[src/rtl/fetch_stage_pkg.sv]
// Shared types and constants for the fetch stage: exception codes, FSM
// states, default widths and reset vector.
package fetch_stage_pkg;

  localparam int          CPU_ADDR_WIDTH   = 32;
  localparam int          CPU_INSTR_WIDTH  = 32;
  localparam logic [31:0] CPU_RESET_VECTOR = 32'h0000_0000;

  typedef enum logic [1:0] {
    FETCH_EXC_NONE  = 2'd0,
    FETCH_EXC_ALIGN = 2'd1,
    FETCH_EXC_BUS   = 2'd2
  } fetch_exc_e;

  typedef enum logic {
    ST_RUN  = 1'b0,
    ST_HALT = 1'b1
  } fetch_state_e;

  // Alignment faults win over bus faults when both are reported together.
  function automatic fetch_exc_e fetch_exc_code(input logic align, input logic bus);
    if (align)    return FETCH_EXC_ALIGN;
    else if (bus) return FETCH_EXC_BUS;
    else          return FETCH_EXC_NONE;
  endfunction

endpackage

[src/rtl/fetch_stage_if.sv]
// Fetch-to-IFU command/response bundle. The fetch stage is the master.
interface fetch_stage_if #(
  parameter int ADDR_WIDTH  = 32,
  parameter int INSTR_WIDTH = 32
);
  logic [ADDR_WIDTH-1:0]  addr;
  logic                   rd_cmd;
  logic [INSTR_WIDTH-1:0] instr_dat;
  logic                   busy;
  logic                   err_align;
  logic                   err_bus;

  modport master (
    output addr, rd_cmd,
    input  instr_dat, busy, err_align, err_bus
  );

  modport slave (
    input  addr, rd_cmd,
    output instr_dat, busy, err_align, err_bus
  );
endinterface

[src/rtl/fetch_stage_queue.sv]
// Two-entry FIFO of {pc, instr, exc} towards decode. Slot 0 is always the
// head, so the decode-facing outputs come straight from registers.
module fetch_queue
  import fetch_stage_pkg::*;
#(
  parameter int ADDR_WIDTH  = 32,
  parameter int INSTR_WIDTH = 32
) (
  input  logic                   clk,
  input  logic                   rst,
  input  logic                   push,
  input  logic [ADDR_WIDTH-1:0]  push_pc,
  input  logic [INSTR_WIDTH-1:0] push_instr,
  input  fetch_exc_e             push_exc,
  input  logic                   pop,
  input  logic                   flush,
  output logic [1:0]             count,
  output logic                   head_valid,
  output logic [ADDR_WIDTH-1:0]  head_pc,
  output logic [INSTR_WIDTH-1:0] head_instr,
  output fetch_exc_e             head_exc
);

  logic [ADDR_WIDTH-1:0]  pc0, pc1;
  logic [INSTR_WIDTH-1:0] instr0, instr1;
  fetch_exc_e             exc0, exc1;
  logic                   do_pop;

  assign do_pop     = pop && (count != 2'd0);
  assign head_valid = (count != 2'd0);
  assign head_pc    = pc0;
  assign head_instr = instr0;
  assign head_exc   = exc0;

  // Shift-register FIFO: pops move slot 1 forward, pushes land behind the tail.
  always_ff @(posedge clk) begin
    if (rst) begin
      count  <= 2'd0;
      pc0    <= '0;
      pc1    <= '0;
      instr0 <= '0;
      instr1 <= '0;
      exc0   <= FETCH_EXC_NONE;
      exc1   <= FETCH_EXC_NONE;
    end else if (flush) begin
      count <= 2'd0;
    end else begin
      case ({push, do_pop})
        2'b10: begin
          if (count == 2'd0) begin
            pc0    <= push_pc;
            instr0 <= push_instr;
            exc0   <= push_exc;
          end else begin
            pc1    <= push_pc;
            instr1 <= push_instr;
            exc1   <= push_exc;
          end
          count <= count + 2'd1;
        end
        2'b01: begin
          pc0    <= pc1;
          instr0 <= instr1;
          exc0   <= exc1;
          count  <= count - 2'd1;
        end
        2'b11: begin
          if (count == 2'd1) begin
            pc0    <= push_pc;
            instr0 <= push_instr;
            exc0   <= push_exc;
          end else begin
            pc0    <= pc1;
            instr0 <= instr1;
            exc0   <= exc1;
            pc1    <= push_pc;
            instr1 <= push_instr;
            exc1   <= push_exc;
          end
        end
        default: ;
      endcase
    end
  end

endmodule

[src/rtl/fetch_stage.sv]
// Fetch stage: owns the PC, drives the IFU read command, queues fetched
// instructions (or faults) for decode and handles redirects.
//
// state   | meaning
// ST_RUN  | issuing fetches whenever the queue has room
// ST_HALT | a fault entry has been queued; no issue until a redirect
module fetch_stage
  import fetch_stage_pkg::*;
#(
  parameter int                    ADDR_WIDTH  = CPU_ADDR_WIDTH,
  parameter int                    INSTR_WIDTH = CPU_INSTR_WIDTH,
  parameter logic [ADDR_WIDTH-1:0] RESET_ADDR  = CPU_RESET_VECTOR
) (
  input  logic                   clk,
  input  logic                   rst,
  fetch_stage_if.master          ifu,
  input  logic                   redirect,
  input  logic [ADDR_WIDTH-1:0]  redirect_pc,
  output logic                   o_valid,
  output logic [INSTR_WIDTH-1:0] o_instr,
  output logic [ADDR_WIDTH-1:0]  o_pc,
  output logic [1:0]             o_exc,
  input  logic                   i_ready
);

  fetch_state_e           state_q, state_d;
  logic [ADDR_WIDTH-1:0]  pc_q, pc_d;
  logic [ADDR_WIDTH-1:0]  tgt_q, tgt_d;
  logic                   inflight_q, inflight_d;
  logic                   discard_q, discard_d;
  logic [1:0]             q_count;
  logic                   done, fault, pop;
  logic                   push;
  logic [INSTR_WIDTH-1:0] push_instr;
  fetch_exc_e             push_exc;
  fetch_exc_e             head_exc;

  // An outstanding fetch keeps rd_cmd high; a new issue needs room and no redirect.
  assign ifu.rd_cmd = !rst && (inflight_q ||
                      (state_q == ST_RUN && q_count != 2'd2 && !redirect));
  assign ifu.addr   = pc_q;
  assign done       = ifu.rd_cmd && !ifu.busy;
  assign fault      = ifu.err_align || ifu.err_bus;
  assign pop        = o_valid && i_ready && !redirect;
  assign o_exc      = head_exc;

  // Registered fetch state: PC, FSM state, outstanding-fetch and discard tracking.
  always_ff @(posedge clk) begin
    if (rst) begin
      state_q    <= ST_RUN;
      pc_q       <= RESET_ADDR;
      tgt_q      <= '0;
      inflight_q <= 1'b0;
      discard_q  <= 1'b0;
    end else begin
      state_q    <= state_d;
      pc_q       <= pc_d;
      tgt_q      <= tgt_d;
      inflight_q <= inflight_d;
      discard_q  <= discard_d;
    end
  end

  // Next-state and queue-push decisions for redirects and fetch completion.
  always_comb begin
    state_d    = state_q;
    pc_d       = pc_q;
    tgt_d      = tgt_q;
    inflight_d = inflight_q;
    discard_d  = discard_q;
    push       = 1'b0;
    push_instr = '0;
    push_exc   = FETCH_EXC_NONE;
    if (redirect) begin
      state_d = ST_RUN;
      if (!inflight_q || done) begin
        // Nothing pending, or the pending fetch finishes now and is dropped.
        pc_d       = redirect_pc;
        inflight_d = 1'b0;
        discard_d  = 1'b0;
      end else begin
        tgt_d     = redirect_pc;
        discard_d = 1'b1;
      end
    end else if (done) begin
      inflight_d = 1'b0;
      if (discard_q) begin
        pc_d      = tgt_q;
        discard_d = 1'b0;
      end else if (fault) begin
        push     = 1'b1;
        push_exc = fetch_exc_code(ifu.err_align, ifu.err_bus);
        state_d  = ST_HALT;
      end else begin
        push       = 1'b1;
        push_instr = ifu.instr_dat;
        pc_d       = pc_q + ADDR_WIDTH'(4);
      end
    end else if (ifu.rd_cmd) begin
      inflight_d = 1'b1;
    end
  end

  fetch_queue #(
    .ADDR_WIDTH  (ADDR_WIDTH),
    .INSTR_WIDTH (INSTR_WIDTH)
  ) u_queue (
    .clk        (clk),
    .rst        (rst),
    .push       (push),
    .push_pc    (pc_q),
    .push_instr (push_instr),
    .push_exc   (push_exc),
    .pop        (pop),
    .flush      (redirect),
    .count      (q_count),
    .head_valid (o_valid),
    .head_pc    (o_pc),
    .head_instr (o_instr),
    .head_exc   (head_exc)
  );

endmodule

[src/flat_wrapper.sv]
// flat-port wrapper written by rule: the top's interface ports become plain ports
module fetch_stage_flat import fetch_stage_pkg::*;
#(
  parameter int                    ADDR_WIDTH  = CPU_ADDR_WIDTH,
  parameter int                    INSTR_WIDTH = CPU_INSTR_WIDTH,
  parameter logic [ADDR_WIDTH-1:0] RESET_ADDR  = CPU_RESET_VECTOR
)
  (clk, rst, redirect, redirect_pc, o_valid, o_instr, o_pc, o_exc, i_ready, ifu_addr, ifu_rd_cmd, ifu_instr_dat, ifu_busy, ifu_err_align, ifu_err_bus);
  fetch_stage_if #(.ADDR_WIDTH(ADDR_WIDTH), .INSTR_WIDTH(INSTR_WIDTH)) ifu_i ();
  input  logic clk;
  input  logic rst;
  input  logic redirect;
  input  logic [ADDR_WIDTH-1:0] redirect_pc;
  output logic o_valid;
  output logic [INSTR_WIDTH-1:0] o_instr;
  output logic [ADDR_WIDTH-1:0] o_pc;
  output logic [1:0] o_exc;
  input  logic i_ready;
  output wire logic [$bits(ifu_i.addr)-1:0] ifu_addr;
  output wire logic [$bits(ifu_i.rd_cmd)-1:0] ifu_rd_cmd;
  input wire logic [$bits(ifu_i.instr_dat)-1:0] ifu_instr_dat;
  input wire logic [$bits(ifu_i.busy)-1:0] ifu_busy;
  input wire logic [$bits(ifu_i.err_align)-1:0] ifu_err_align;
  input wire logic [$bits(ifu_i.err_bus)-1:0] ifu_err_bus;
  assign ifu_addr = ifu_i.addr;
  assign ifu_rd_cmd = ifu_i.rd_cmd;
  assign ifu_i.instr_dat = ifu_instr_dat;
  assign ifu_i.busy = ifu_busy;
  assign ifu_i.err_align = ifu_err_align;
  assign ifu_i.err_bus = ifu_err_bus;
  fetch_stage #(.ADDR_WIDTH(ADDR_WIDTH), .INSTR_WIDTH(INSTR_WIDTH), .RESET_ADDR(RESET_ADDR)) u_core (.clk(clk), .rst(rst), .ifu(ifu_i), .redirect(redirect), .redirect_pc(redirect_pc), .o_valid(o_valid), .o_instr(o_instr), .o_pc(o_pc), .o_exc(o_exc), .i_ready(i_ready));
endmodule
[config.mk]
export PLATFORM = sky130hd
export DESIGN_NAME = fetch_stage_flat
export DESIGN_NICKNAME = d
export VERILOG_FILES = /design/src/rtl/fetch_stage_pkg.sv /design/src/rtl/fetch_stage_if.sv /design/src/rtl/fetch_stage_queue.sv /design/src/rtl/fetch_stage.sv /design/src/flat_wrapper.sv
export SDC_FILE = /design/constraint.sdc
export NUM_CORES = 1
export LEC_CHECK = 0
export CORE_MARGIN = 1
export CORE_UTILIZATION = 35
export DETAILED_ROUTE_END_ITERATION = 8
export DONT_BUFFER_PORTS = 1
export PLACE_DENSITY = 0.52
export SLEW_MARGIN = 20
export SYNTH_ARGS = -nofsm -noshare
export SYNTH_HDL_FRONTEND = slang
export SYNTH_SLANG_ARGS = --single-unit
[constraint.sdc]
create_clock -name clk -period 6.25 [get_ports clk]
set_input_delay 1.25 -clock clk [delete_from_list [all_inputs] [get_ports clk]]
set_output_delay 1.25 -clock clk [all_outputs]
set_load 0.01 [all_outputs]
* Word level (Yosys, flattened, before mapping) *
Index checks and enable logic that the tools add are counted.

operators by class
  add/subtract/negate cells = 3
  $lt $le $gt $ge = 0
  bitwise operators = 4
  shifts and indexed selects = 0
  multipliers = 0
  div/mod/pow operators = 0
  equality and inequality tests = 10
  muxes and demuxes = 42
  reduce and logical (&&, ||, !) cells = 28

operators by type and width
  kind                   count
  $mux 32                16
  $pmux 32 s3            2
  $pmux 32 s2            2
  $add 32x3->32 const B  1
  $mux 2                 9
  $mux 1                 10
  $reduce_and 3->1       3
  $ne 2x2->1 const B     4
  $pmux 2 s2             2
  $reduce_bool 2->1      4
  $logic_and 1x1->1      7
  $pmux 2 s3             1
  $reduce_bool 3->1      2
  $eq 2x1->1 const B     2
  $eq 2x2->1 const B     2
  $logic_not 1->1        4
  $not 1->1              4
  $reduce_and 2->1       2
  $reduce_and 4->1       1
  $logic_or 1x1->1       3
  $ne 3x2->1 const B     1
  $add 2x1->2 const B    1
  $logic_not 2->1        1
  $ne 2x1->1 const B     1
  2 further kinds        2

word-level totals
  memories kept = 0
  memory bits (read-only) = 0
  bits of input ports = 71
  bits in latches = 0
  bits in writable memories = 0
  output and inout bits = 100
  bits in registers = 201
  logic and storage cells = 99

* Logic depth before layout (Yosys ltp) *
  depth in word-level cells = 11
  gate-level depth with buffers = 14

* By module *
A second synthesis with hierarchy kept.

unflattened totals
  cell total of the unflattened synthesis = 1217
  area total of the unflattened synthesis = 9188.8 sq um

by module, submodules not included
  module       seq. area each (sq um)  instances  area an instance (sq um)  cells each
  fetch_queue  2682.6                  1          5327.6                    683
  fetch_stage  1341.3                  1          3861.2                    534

* Least setup slack after synthesis *
OpenSTA, ideal clock, no wires.

  kind = input port to flip-flop
  from = input redirect
  to = register u_core.u_queue.instr0[1] (netlist: u_core.u_queue.head_instr[1])
  setup time = 0.065 ns
  arrival time = 3.429 ns
  required time = 6.185 ns
  stages on the path = 12
  path buffers = 3
  slack = 2.756 ns
  path through = inv_1 > clkbuf_1 > clkbuf_1 > nand2_1 > inv_1 > ha_1 > nand2_1 > nand2_1 > nor3b_1 > clkbuf_1 > a221oi_1 > nor2_1

between the ends
  word-level cells in the longest chain between the ends = 10
  elaborated cells between the ends (all ways) = 20

RTL lines
  what                                                              line                                  source
  start, declared                                                   flat_wrapper.sv:12                    input logic redirect;
  $logic_not 1->1                                                   fetch_stage.sv:40, fetch_stage.sv:44
  $logic_and 1x1->1                                                 fetch_stage.sv:40                     (state_q == ST_RUN && q_count != 2'd2 && !redirect));
  $logic_or 1x1->1                                                  fetch_stage.sv:39                     assign ifu.rd_cmd = !rst && (inflight_q ||
  $logic_and 1x1->1                                                 fetch_stage.sv:39
  $logic_and 1x1->1                                                 fetch_stage.sv:42                     assign done = ifu.rd_cmd && !ifu.busy;
  $mux 1                                                            fetch_stage.sv:85                     end else if (done) begin
  $mux 1                                                            fetch_stage.sv:74                     if (redirect) begin
  $eq 2x2->1 / $eq 2x1->1 (equally long branches)                   fetch_stage_queue.sv:48               case ({push, do_pop})
  $ne 2x2->1 (no line) / $reduce_bool 3->1 (equally long branches)  n/a
  $reduce_and 3->1 (no line)                                        n/a
  end signal, assigned                                              fetch_stage_queue.sv:52               instr0 <= push_instr;
  end signal, assigned                                              fetch_stage_queue.sv:63               instr0 <= instr1;
  end signal, assigned                                              fetch_stage_queue.sv:70               instr0 <= push_instr;
  end, declared                                                     fetch_stage_queue.sv:25               logic [INSTR_WIDTH-1:0] instr0, instr1;

Several ways; a longest one is shown, not always the timed one. The select of a mux whose other input is x is not followed.
A chain may end at the register's enable or synchronous reset.

* Worst setup path in the final report *
  from = input rst
  to = register u_core.u_queue.instr1[23]

between the ends
  word-level cells in the longest chain between the ends = 8
  elaborated cells between the ends (all ways) = 15

RTL lines
  what                                                              line                     source
  start, declared                                                   flat_wrapper.sv:11       input logic rst;
  $logic_not 1->1                                                   fetch_stage.sv:39
  $logic_and 1x1->1                                                 fetch_stage.sv:39
  $logic_and 1x1->1                                                 fetch_stage.sv:42
  $mux 1                                                            fetch_stage.sv:85
  $mux 1                                                            fetch_stage.sv:74
  $eq 2x2->1                                                        fetch_stage_queue.sv:48
  $ne 2x2->1 (no line) / $reduce_bool 2->1 (equally long branches)  n/a
  $reduce_and 4->1 (no line)                                        n/a
  end signal, assigned                                              fetch_stage_queue.sv:56  instr1 <= push_instr;
  end signal, assigned                                              fetch_stage_queue.sv:77  instr1 <= push_instr;
  end, declared                                                     fetch_stage_queue.sv:25

Several ways; a longest one is shown, not always the timed one. The select of a mux whose other input is x is not followed.

==> impl_results.md <==
* Run status: finished, final reports clean
* Diode insertion count for antenna repair at 0
* Weighted congestion at the end of routability-driven global placement at 0.8024
* Critical-path top delay cell: buf_4
* Total of endpoints with negative setup slack in the final report at 0
* Sort of element at the end of the critical path: flip-flop
* CTS tree: done
* RSZ-0062 raised after global routing: false
* Critical path class: primary input to flip-flop
* Share of the core filled with cells at 0.3971
* CTS Buf Count at 24
* Count of buffers added by post-CTS timing repair for setup at 0
* Total congestion overflow after global routing at 0
* Avg Inst Size Synth at 7.979 um2
* R2R depth at 15
* H-tree lvl count at 1
* EDFF count, synth at 0
* Headroom to the max-slew limit at 0.3567
* Most frequent cells after synthesis: dfxtp_1, nand2_1, nor2_1, a21oi_1, clkbuf_1
* Leakage power at 3.332 nW
* Max-slew violation count at 0
* Half-perimeter wire length after detailed placement at 16560 um
* Number of DRC markers after the initial detailed-route iteration at 572
* Worst-case vdd ir drop at 0.0001776 V
* Io pins at 171
* Final period util at 0.6233
* Row Count at 57
* PortBufs at 0
* PostCTS Resize Cnt at 0
* Startpoint of the worst-slack reg-to-reg timing path: u_core.u_queue.count[0]
* All-layer global routing usage at 0.2073
* Area growth syn-to-layout at 10.36%
* Post-Synthesis Net Count at 1182
* Register clock-pin slew on the reported worst setup and hold paths at 0.06 ns
* Clk_skew at 0.01434 ns
* Residual antenna-violating net count after detailed routing at 0
* Via count of the first global-routing pass at 7547
* Maximum number of pins on one net before global-route repair at 167
* Actual slew at the worst max-slew pin at 0.9626 ns
* Setup TNS at 0 ns
* Min-Delay Path Class: flip-flop to flip-flop
* Commonest register cell after synthesis: dfxtp_1
* Final WS setup at 2.355 ns
* Req. time, crit path at 6.65 ns
* Die area at 25780 um2
* Max incr delay on CP at 0.64 ns
* Async SR Flop Fraction at 0
* Startpoint type of the worst setup path: primary input
* Placeable core region at 24460 um2
* Power per cell area at 298.1 nW/um2
* Total number of vias at 7757
* Average wire length per cell after detail routing at 19.52 um
* Buffer type at the clock tree root: clkbuf_16
* Post-placement setup slack at 1.725 ns
* Die width at 160.6 um
* Longest Clk Path Bufs at 3
* Most common cell in the synthesized netlist: dfxtp_1
* Global-route wire length before repair at 43130 um
* Worst Path Arrival at 4.30 ns
* Sequential fraction of the synthesis area at 0.4572
* Total number of nets in the final design at 1120
* Synthesized instance count at 1103
* R2R Path End: u_core.u_queue.instr1[23]
* Share of post-route cells with drive strength above 1 at 0.06610
* Detailed-route wire length at 26990 um
* Mapped Area at 8801 um2
* Antenna violations before repair at 0
* Register-to-register setup slack at 2.72 ns
* Highest net fanout along the worst path at 166
* Minimum period implied by the final worst setup slack at 3.895 ns
* Depth of the worst hold-timing path at 2
* Cell type with the highest occurrence count on the critical path: buf_4
* Placed Cells incl. Taps at 1339
* Number of search-and-repair iterations in the first detailed-routing pass at 7
* Number of vias per cell after detailed routing at 5.609
* Hold violation count in the final report at 0
* Cell Chain, Critical Path: inv_1 -> buf_4 -> o21ai_0 -> nor3_1 -> nand2_1 -> inv_1 -> ha_1 -> nand2_1 -> o211ai_1 -> buf_4 -> nor3_2 -> buf_4 -> a22oi_1 -> nor2_1
* # hold bufs at CTS at 0
* Total of flip-flops plus latches after synthesis at 201
* Cells taking the most area after synthesis: dfxtp_1, nand2_1, a221oi_1
* Area share of the largest cell type after synthesis at 0.4572
* Number of unique standard cell types used by synthesis at 58
* Max Freq at 256.7 MHz
* Warnings from Yosys at 0
* Starting density of the core at 0.3598
* Clk sinks at 201
* Clock latency on the worst-skew pair at 0.52 ns
* Number of cells in the finished layout apart from fillers at 1383
* Critical Path End: u_core.u_queue.instr1[23]
* Area leader, netlist: dfxtp_1
* Critical path startpoint: rst
* Maximum capacitance violations at 0
* DRC violation count after routing at 0
* Vert. Die Dim at 160.6 um
==> metrics by stage <==
stage                     hold WS [ns]  total power [mW]  area (um2)
after floorplan                 0.4311             1.533        8801
after global placement          0.4342             1.574        8937
after detailed placement        0.4375             1.575        8937
after CTS                       0.4460             2.929        9707
after global routing            0.4699             3.019        9713
final                           0.4481             2.896        9713
==> cells by family (layout without fill, tap and decap cells) <==
kind of cell	after synthesis	after routing	share of synthesized area
adders and majority gates	8	8	0.01137
and+or+nand+nor	432	432	0.2148
AOI/OAI and AO/OA	321	321	0.2417
buffers and inverters	122	78	0.05473
xor gates and xnor gates	10	10	0.009952
muxes	9	9	0.01024
DFF	201	201	0.4572
==> state kept, by name, indices dropped and copies added, names as in the netlist <==
| name | flops |
|---|---|
| u_core.u_queue.pc1 | 32 |
| u_core.u_queue.instr1 | 32 |
| u_core.u_queue.head_pc | 32 |
| u_core.u_queue.head_exc | 2 |
| u_core.u_queue.count | 2 |
| u_core.u_queue.exc1 | 2 |
| u_core.tgt_q | 32 |
| u_core.inflight_q | 1 |
| u_core.state_q | 1 |
| u_core.discard_q | 1 |
| u_core.u_queue.head_instr | 32 |
| u_core.ifu.addr | 32 |
==> how the worst min path moves through the flow <==
| stage | from | to | slack [ns] |
|---|---|---|---|
| CTS | u_core.tgt_q[17] | u_core.tgt_q[17] | 0.45 |
| global route | u_core.u_queue.pc1[14] | u_core.u_queue.pc1[14] | 0.47 |
| detailed placement | u_core.tgt_q[17] | u_core.tgt_q[17] | 0.44 |
| global placement | u_core.tgt_q[31] | u_core.tgt_q[31] | 0.43 |
| floorplan | u_core.tgt_q[30] | u_core.tgt_q[30] | 0.43 |
| finish | u_core.tgt_q[7] | u_core.tgt_q[7] | 0.45 |
==> layout make-up <==
cell class	instances	area, um2
Timing Repair Buffer	14	105.1
Tap cell	324	405.4
Fill cell	2520	14750
Inverter	20	75.07
Multi-Input combinational cell	780	4333
Sequential cell	201	4025
Clock inverter	6	35.03
Clock buffer	38	734.5
==> placed cells by master, fill, tap and decap left out, types with 3 or more instances in the layout <==
cell         n
dfxtp_1    200
nand2_1    176
nor2_1     133
a21oi_1    102
a221oi_1    67
o21ai_0     63
nor3_1      49
a22oi_1     32
clkbuf_16   25
inv_1       20
nand3_1     17
buf_4       14
o211ai_1    11
mux2i_1      9
a211oi_1     9
xor2_1       8
ha_1         8
nor4_1       7
clkbuf_1     7
nor2b_1      6
nand4_1      6
clkbuf_8     6
or2_2        5
and2_1       5
a31oi_1      5
nand2b_1     5
o311ai_0     4
clkinv_2     4
o41ai_1      3
o31a_1       3
nor4b_1      3
==> critical path, delay by kind of cell <==
family | cells | cell delay, ns
adder cells (fa/ha/maj) | 1 | 0.21
AO/OA/AOI/OAI | 3 | 0.54
AND/OR/NAND/NOR | 5 | 0.78
buffers and inverters | 5 | 1.46
==> metal layers <==
| layer | wire length [um] | global-route usage |
|---|---|---|
| met5 | 0 | 0 |
| met2 | 12910 | 0.3491 |
| met3 | 1957 | 0.05992 |
| met4 | 606 | 0.05758 |
| met1 | 11510 | 0.2565 |
==> report_power, final <==
| part | total (mW) | switching [mW] | internal, mW |
|---|---|---|---|
| Sequential | 1.39 | 0.0735 | 1.32 |
| Combinational | 0.154 | 0.0948 | 0.0590 |
| Clock | 1.35 | 0.548 | 0.803 |
(Power assumes the default switching activity.)
